## src/rtl/pipe_stage_skid.sv

```systemverilog
// Generic inter-stage pipeline latch with valid/ready handshake, one-entry skid
// buffer, flush, and a counter of non-zero words loaded into the output registers.
module pipe_stage_skid #(
  parameter int ADDR_WIDTH  = 32,
  parameter int DATA_WIDTH  = 32,
  parameter int STALL_WIDTH = 6,
  parameter int STAGE       = 1,
  parameter int CNT_WIDTH   = 32
) (
  input  logic                   clock,
  input  logic                   reset,
  input  logic [STALL_WIDTH-1:0] stall,
  input  logic                   flush,
  input  logic                   in_valid,
  output logic                   in_ready,
  input  logic [ADDR_WIDTH-1:0]  pc_i,
  input  logic [DATA_WIDTH-1:0]  inst_i,
  output logic                   out_valid,
  output logic [ADDR_WIDTH-1:0]  pc_o,
  output logic [DATA_WIDTH-1:0]  inst_o,
  output logic                   skid_full,
  output logic [CNT_WIDTH-1:0]   inst_cnt
);

  if (STAGE + 1 >= STALL_WIDTH) begin : g_bad_stage
    $error("pipe_stage_skid: STAGE+1 must be below STALL_WIDTH");
  end

  localparam logic [CNT_WIDTH-1:0] CNT_ONE = 1;

  // Handshake: a word transfers on a posedge when in_valid && in_ready && !up
  // (and no flush). in_ready depends only on skid occupancy, never on in_valid.
  logic up, dn, acc;
  logic unused_stall;

  logic [ADDR_WIDTH-1:0] skid_pc, skid_pc_nxt, pc_nxt;
  logic [DATA_WIDTH-1:0] skid_inst, skid_inst_nxt, inst_nxt;
  logic                  skid_full_nxt, out_valid_nxt, load_valid;
  logic [CNT_WIDTH-1:0]  inst_cnt_nxt;

  assign up           = stall[STAGE];
  assign dn           = stall[STAGE+1];
  assign unused_stall = ^stall;
  assign in_ready     = !skid_full;
  assign acc          = in_valid && in_ready && !up;

  always_comb begin
    pc_nxt        = pc_o;
    inst_nxt      = inst_o;
    out_valid_nxt = out_valid;
    skid_pc_nxt   = skid_pc;
    skid_inst_nxt = skid_inst;
    skid_full_nxt = skid_full;
    load_valid    = 1'b0;

    if (flush) begin
      pc_nxt        = '0;
      inst_nxt      = '0;
      out_valid_nxt = 1'b0;
      skid_pc_nxt   = '0;
      skid_inst_nxt = '0;
      skid_full_nxt = 1'b0;
    end else if (dn) begin
      // Output holds; a late-arriving word parks in the skid.
      if (acc) begin
        skid_pc_nxt   = pc_i;
        skid_inst_nxt = inst_i;
        skid_full_nxt = 1'b1;
      end
    end else if (skid_full) begin
      // Skid drains first, even under an upstream stall, to keep order.
      pc_nxt        = skid_pc;
      inst_nxt      = skid_inst;
      out_valid_nxt = 1'b1;
      skid_full_nxt = 1'b0;
      load_valid    = 1'b1;
    end else if (up) begin
      pc_nxt        = '0;
      inst_nxt      = '0;
      out_valid_nxt = 1'b0;
    end else begin
      pc_nxt        = in_valid ? pc_i : '0;
      inst_nxt      = in_valid ? inst_i : '0;
      out_valid_nxt = in_valid;
      load_valid    = in_valid;
    end

    inst_cnt_nxt = inst_cnt;
    if (load_valid && (inst_nxt != '0)) inst_cnt_nxt = inst_cnt + CNT_ONE;
  end

  always_ff @(posedge clock or posedge reset) begin
    if (reset) begin
      pc_o      <= '0;
      inst_o    <= '0;
      out_valid <= 1'b0;
      skid_pc   <= '0;
      skid_inst <= '0;
      skid_full <= 1'b0;
      inst_cnt  <= '0;
    end else begin
      pc_o      <= pc_nxt;
      inst_o    <= inst_nxt;
      out_valid <= out_valid_nxt;
      skid_pc   <= skid_pc_nxt;
      skid_inst <= skid_inst_nxt;
      skid_full <= skid_full_nxt;
      inst_cnt  <= inst_cnt_nxt;
    end
  end

endmodule

```

## config.mk

```make
export PLATFORM = sky130hd
export DESIGN_NAME = pipe_stage_skid
export DESIGN_NICKNAME = d
export VERILOG_FILES = /design/src/rtl/pipe_stage_skid.sv
export SDC_FILE = /design/constraint.sdc
export NUM_CORES = 1
export LEC_CHECK = 0
export CAP_MARGIN = 20
export CORE_ASPECT_RATIO = 1.25
export CORE_MARGIN = 8
export CORE_UTILIZATION = 41
export CTS_BUF_LIST = sky130_fd_sc_hd__clkbuf_8
export DETAILED_ROUTE_END_ITERATION = 8
export PLACE_DENSITY = 0.67
export SKIP_CTS_REPAIR_TIMING = 1
export SLEW_MARGIN = 15
export SYNTH_ARGS = -nofsm -noshare
export SYNTH_HDL_FRONTEND = slang
export SYNTH_SLANG_ARGS = --single-unit
```

## constraint.sdc

```tcl
create_clock -name clock -period 15.12 [get_ports clock]
set_input_delay 3.024 -clock clock [delete_from_list [all_inputs] [get_ports clock]]
set_output_delay 3.024 -clock clock [all_outputs]
set_load 0.01 [all_outputs]
```

==> results by group <==
Status
  • Outcome: finished, final reports clean

Clocking
  • Worst-path clk slew: 0.09 ns
  • Clk root buf: clkbuf_8
  • Clock buffer depth: 2
  • Total CTS buffers: 17
  • CTS tree: built
  • Clk_lat worst skew: 0.45 ns
  • CTS sink cnt: 162
  • H-tree depth: 4

Synth
  • Synth warn: 0
  • Post-synth top area cell: dfrtp_1
  • Syn nets: 851
  • Flops & latches, synth: 162
  • Post-synth top area share: 52.6%
  • Most used flip-flop cell after synthesis: dfrtp_1
  • Avg Cell Area, Syn: 9.94 um2
  • Synth async-reset ratio: 100%
  • Cell count after synthesis: 776
  • EDFF count, synth: 0
  • Top area cells in the synthesized netlist: dfrtp_1, nand2_1, a21oi_1
  • Synthesized area: 0.00771 mm2
  • Sequential share of the synthesized area: 52.6%
  • Synth unique cells: 52

Setup path
  • Crit path DAT: 6.62 ns
  • Worst R2R End: inst_cnt[1]
  • Crit path launch type: primary input
  • Reg-to-reg slack, setup: 11.23 ns
  • R2R cell count: 9
  • Crit Path Category: in -> reg
  • Reg-to-reg startpoint: skid_full
  • Worst Path Max Fanout: 18
  • Required time of the worst setup path: 15.50 ns
  • Worst setup EP type: register

Flow run
  • Max-cap viol count: 0

STA
  • Clock period minus worst slack: 6.24 ns
  • Relative slew slack: 32.6%
  • Achievable Freq: 160 MHz
  • RSZ-0062 raised after global routing: no
  • Final setup skew: 0.0136 ns
  • Count of final setup violators: 0
  • Worst slew pin tran: 1.01 ns
  • Hold Vio Cnt, Final: 0
  • Hold_ws: 0.466 ns
  • Pins over their slew limit: 0
  • Setup TNS Final: 0 ns
  • Fin crit share: 41.3%

Pwr
  • P per Cell Area: 96.2 mW/mm2
  • Worst IR drop on VDD: 0.0000482 V
  • Pleak: 0.00423 uW

Detailed routing
  • First-pass iteration count of the detailed router: 5
  • Vias post-DR: 6,423
  • Drt initial violations: 433
  • Post-DR vias/cell: 5.57
  • DRC viols: 0
  • Wirelength, routed: 22,200 um
  • Number of routed nets with antenna violations: 0
  • DR WL/cell: 19.3 um

Die
  • Core box area: 0.0186 mm2
  • I/O pin count: 173
  • Die ar.: 0.0235 mm2
  • Die H: 169 um
  • Std-Cell Rows: 56
  • Die Wd: 139 um
  • Starting Density: 41.4%

Hold path
  • Hold Crit Start: inst_cnt[31]
  • Min-Delay Endpoint: inst_cnt[31]
  • Worst hold stages: 1
  • Worst hold path class: reg -> reg

Cells and area
  • Layout area overhead: 27.9%
  • Fraction of layout cells with a size suffix above 1: 8.90%
  • Final Util: 52.9%
  • Fill count: 1,722
  • Ant. Diodes: 0
  • # nets final: 983

GRT
  • Largest net degree at the start of global routing: 92
  • First-pass GRT wire length: 35,700 um
  • Initial antenna violation count: 0
  • Total global-route track usage: 18.9%
  • Number of global-route vias before repair: 6,444
  • Grt ovf: 0

Placement
  • Placer Congestion: 0.773
  • Dpl hpwl: 14,000 um
  • IO buf count: 168
==> power breakdown <==
part | switching [uW] | internal (uW)
Sequential | 18.4 | 453
Clock | 180 | 152
Combinational | 75.0 | 70.6
==> layout make-up <==
| type | instances | area, um2 | area share (%) |
|---|---|---|---|
| Clock buffer | 17 | 234 | 2.37 |
| Clock inverter | 15 | 171 | 1.74 |
| Inverter | 13 | 53.8 | 0.545 |
| Multi-Input combinational cell | 535 | 3300 | 33.5 |
| Sequential cell | 162 | 4060 | 41.1 |
| Tap cell | 232 | 290 | 2.94 |
| Timing Repair Buffer | 179 | 1760 | 17.8 |
==> registers in the layout, indices dropped and copies added, names as in the netlist <==
name and cells:
inst_cnt 32, inst_o 32, out_valid 1, pc_o 32, skid_full 1, skid_inst 32
skid_pc 32
==> through the flow <==
step / cell area, um2 / cells / setup WS (ns) / total power, uW
after floorplan: 7710 / 776 / 7.72 / 549
after detailed placement: 9460 / 1121 / 8.42 / 627
after CTS: 9860 / 1153 / 8.91 / 959
after global routing: 9860 / 1153 / 8.67 / 991
final: 9860 / 1153 / 8.88 / 949
after global placement: 9460 / 1121 / 8.39 / 625
==> cell usage in the layout (no fill, tap or decap), types with 8 or more instances in the layout <==
master / synthesis / final
clkdlybuf4s50_1: 0 / 166
dfrtp_1: 162 / 161
nand2_1: 139 / 138
a21oi_1: 80 / 80
nor2_1: 52 / 52
o21ai_0: 38 / 38
a221o_1: 34 / 34
xor2_1: 27 / 27
clkbuf_8: 0 / 17
nor4_2: 15 / 15
a21o_1: 14 / 14
nor3_1: 13 / 13
and2_1: 13 / 12
buf_4: 1 / 12
a2bb2oi_1: 10 / 10
inv_1: 12 / 10
nand4bb_1: 9 / 9
a31oi_1: 9 / 9
nand4_1: 8 / 8
inv_6: 0 / 8
==> logic make-up after synthesis <==
logic type / after synthesis / share of synthesized area (%)
buffers and inverters: 79 / 4.74
AOI/OAI and AO/OA: 212 / 18.5
xor gates and xnor gates: 31 / 3.52
DFF: 162 / 52.6
adders and majority gates: 1 / 0.162
muxes: 1 / 0.195
and+or+nand+nor: 290 / 20.3
==> cell usage after synthesis, types with 5 or more instances <==
master and n:
nor4b_2 6, dfrtp_1 162, and2_1 13, o21ai_0 38, nand3_1 7, a31oi_1 9, nand4bb_1 9, nor2_1 52
nor4_2 15, a221oi_1 7, inv_1 12, buf_1 8, xor2_1 27, a21oi_1 80, a21o_1 14, a221o_1 34
a211oi_1 5, a2bb2oi_1 10, clkbuf_1 40, nand2_1 139, nor3_1 13, nand4_1 8, buf_6 7, buf_2 10
==> how the worst max path moves through the flow <==
| stage | startpoint | end | cells past startpoint |
|---|---|---|---|
| floorplan | reset | inst_cnt[0] | 1 |
| global placement | stall[1] | inst_cnt[1] | 10 |
| detailed placement | stall[1] | inst_cnt[1] | 10 |
| CTS | stall[1] | inst_cnt[1] | 10 |
| global route | stall[1] | inst_cnt[7] | 8 |
| finish | stall[1] | inst_cnt[7] | 8 |
==> worst max-delay path, cell delays in order <==
cell	delay, ns
clkdlybuf4s50_1	0.82
nor2b_1	0.54
buf_4	0.28
nor2_1	0.11
nor3_1	0.30
nand4_1	0.82
nor3b_1	0.52
xor2_1	0.18
==> metal layers <==
layer / GRT usage [%] / up-vias / wire length, um
li1: - / 3010 / -
met1: 23.5 / 3226 / 9680
met2: 31.3 / 171 / 10900
met3: 5.63 / 16 / 1350
met4: 5.50 / 0 / 303
met5: 0 / - / 0
Power figures use the tool's default switching activity.
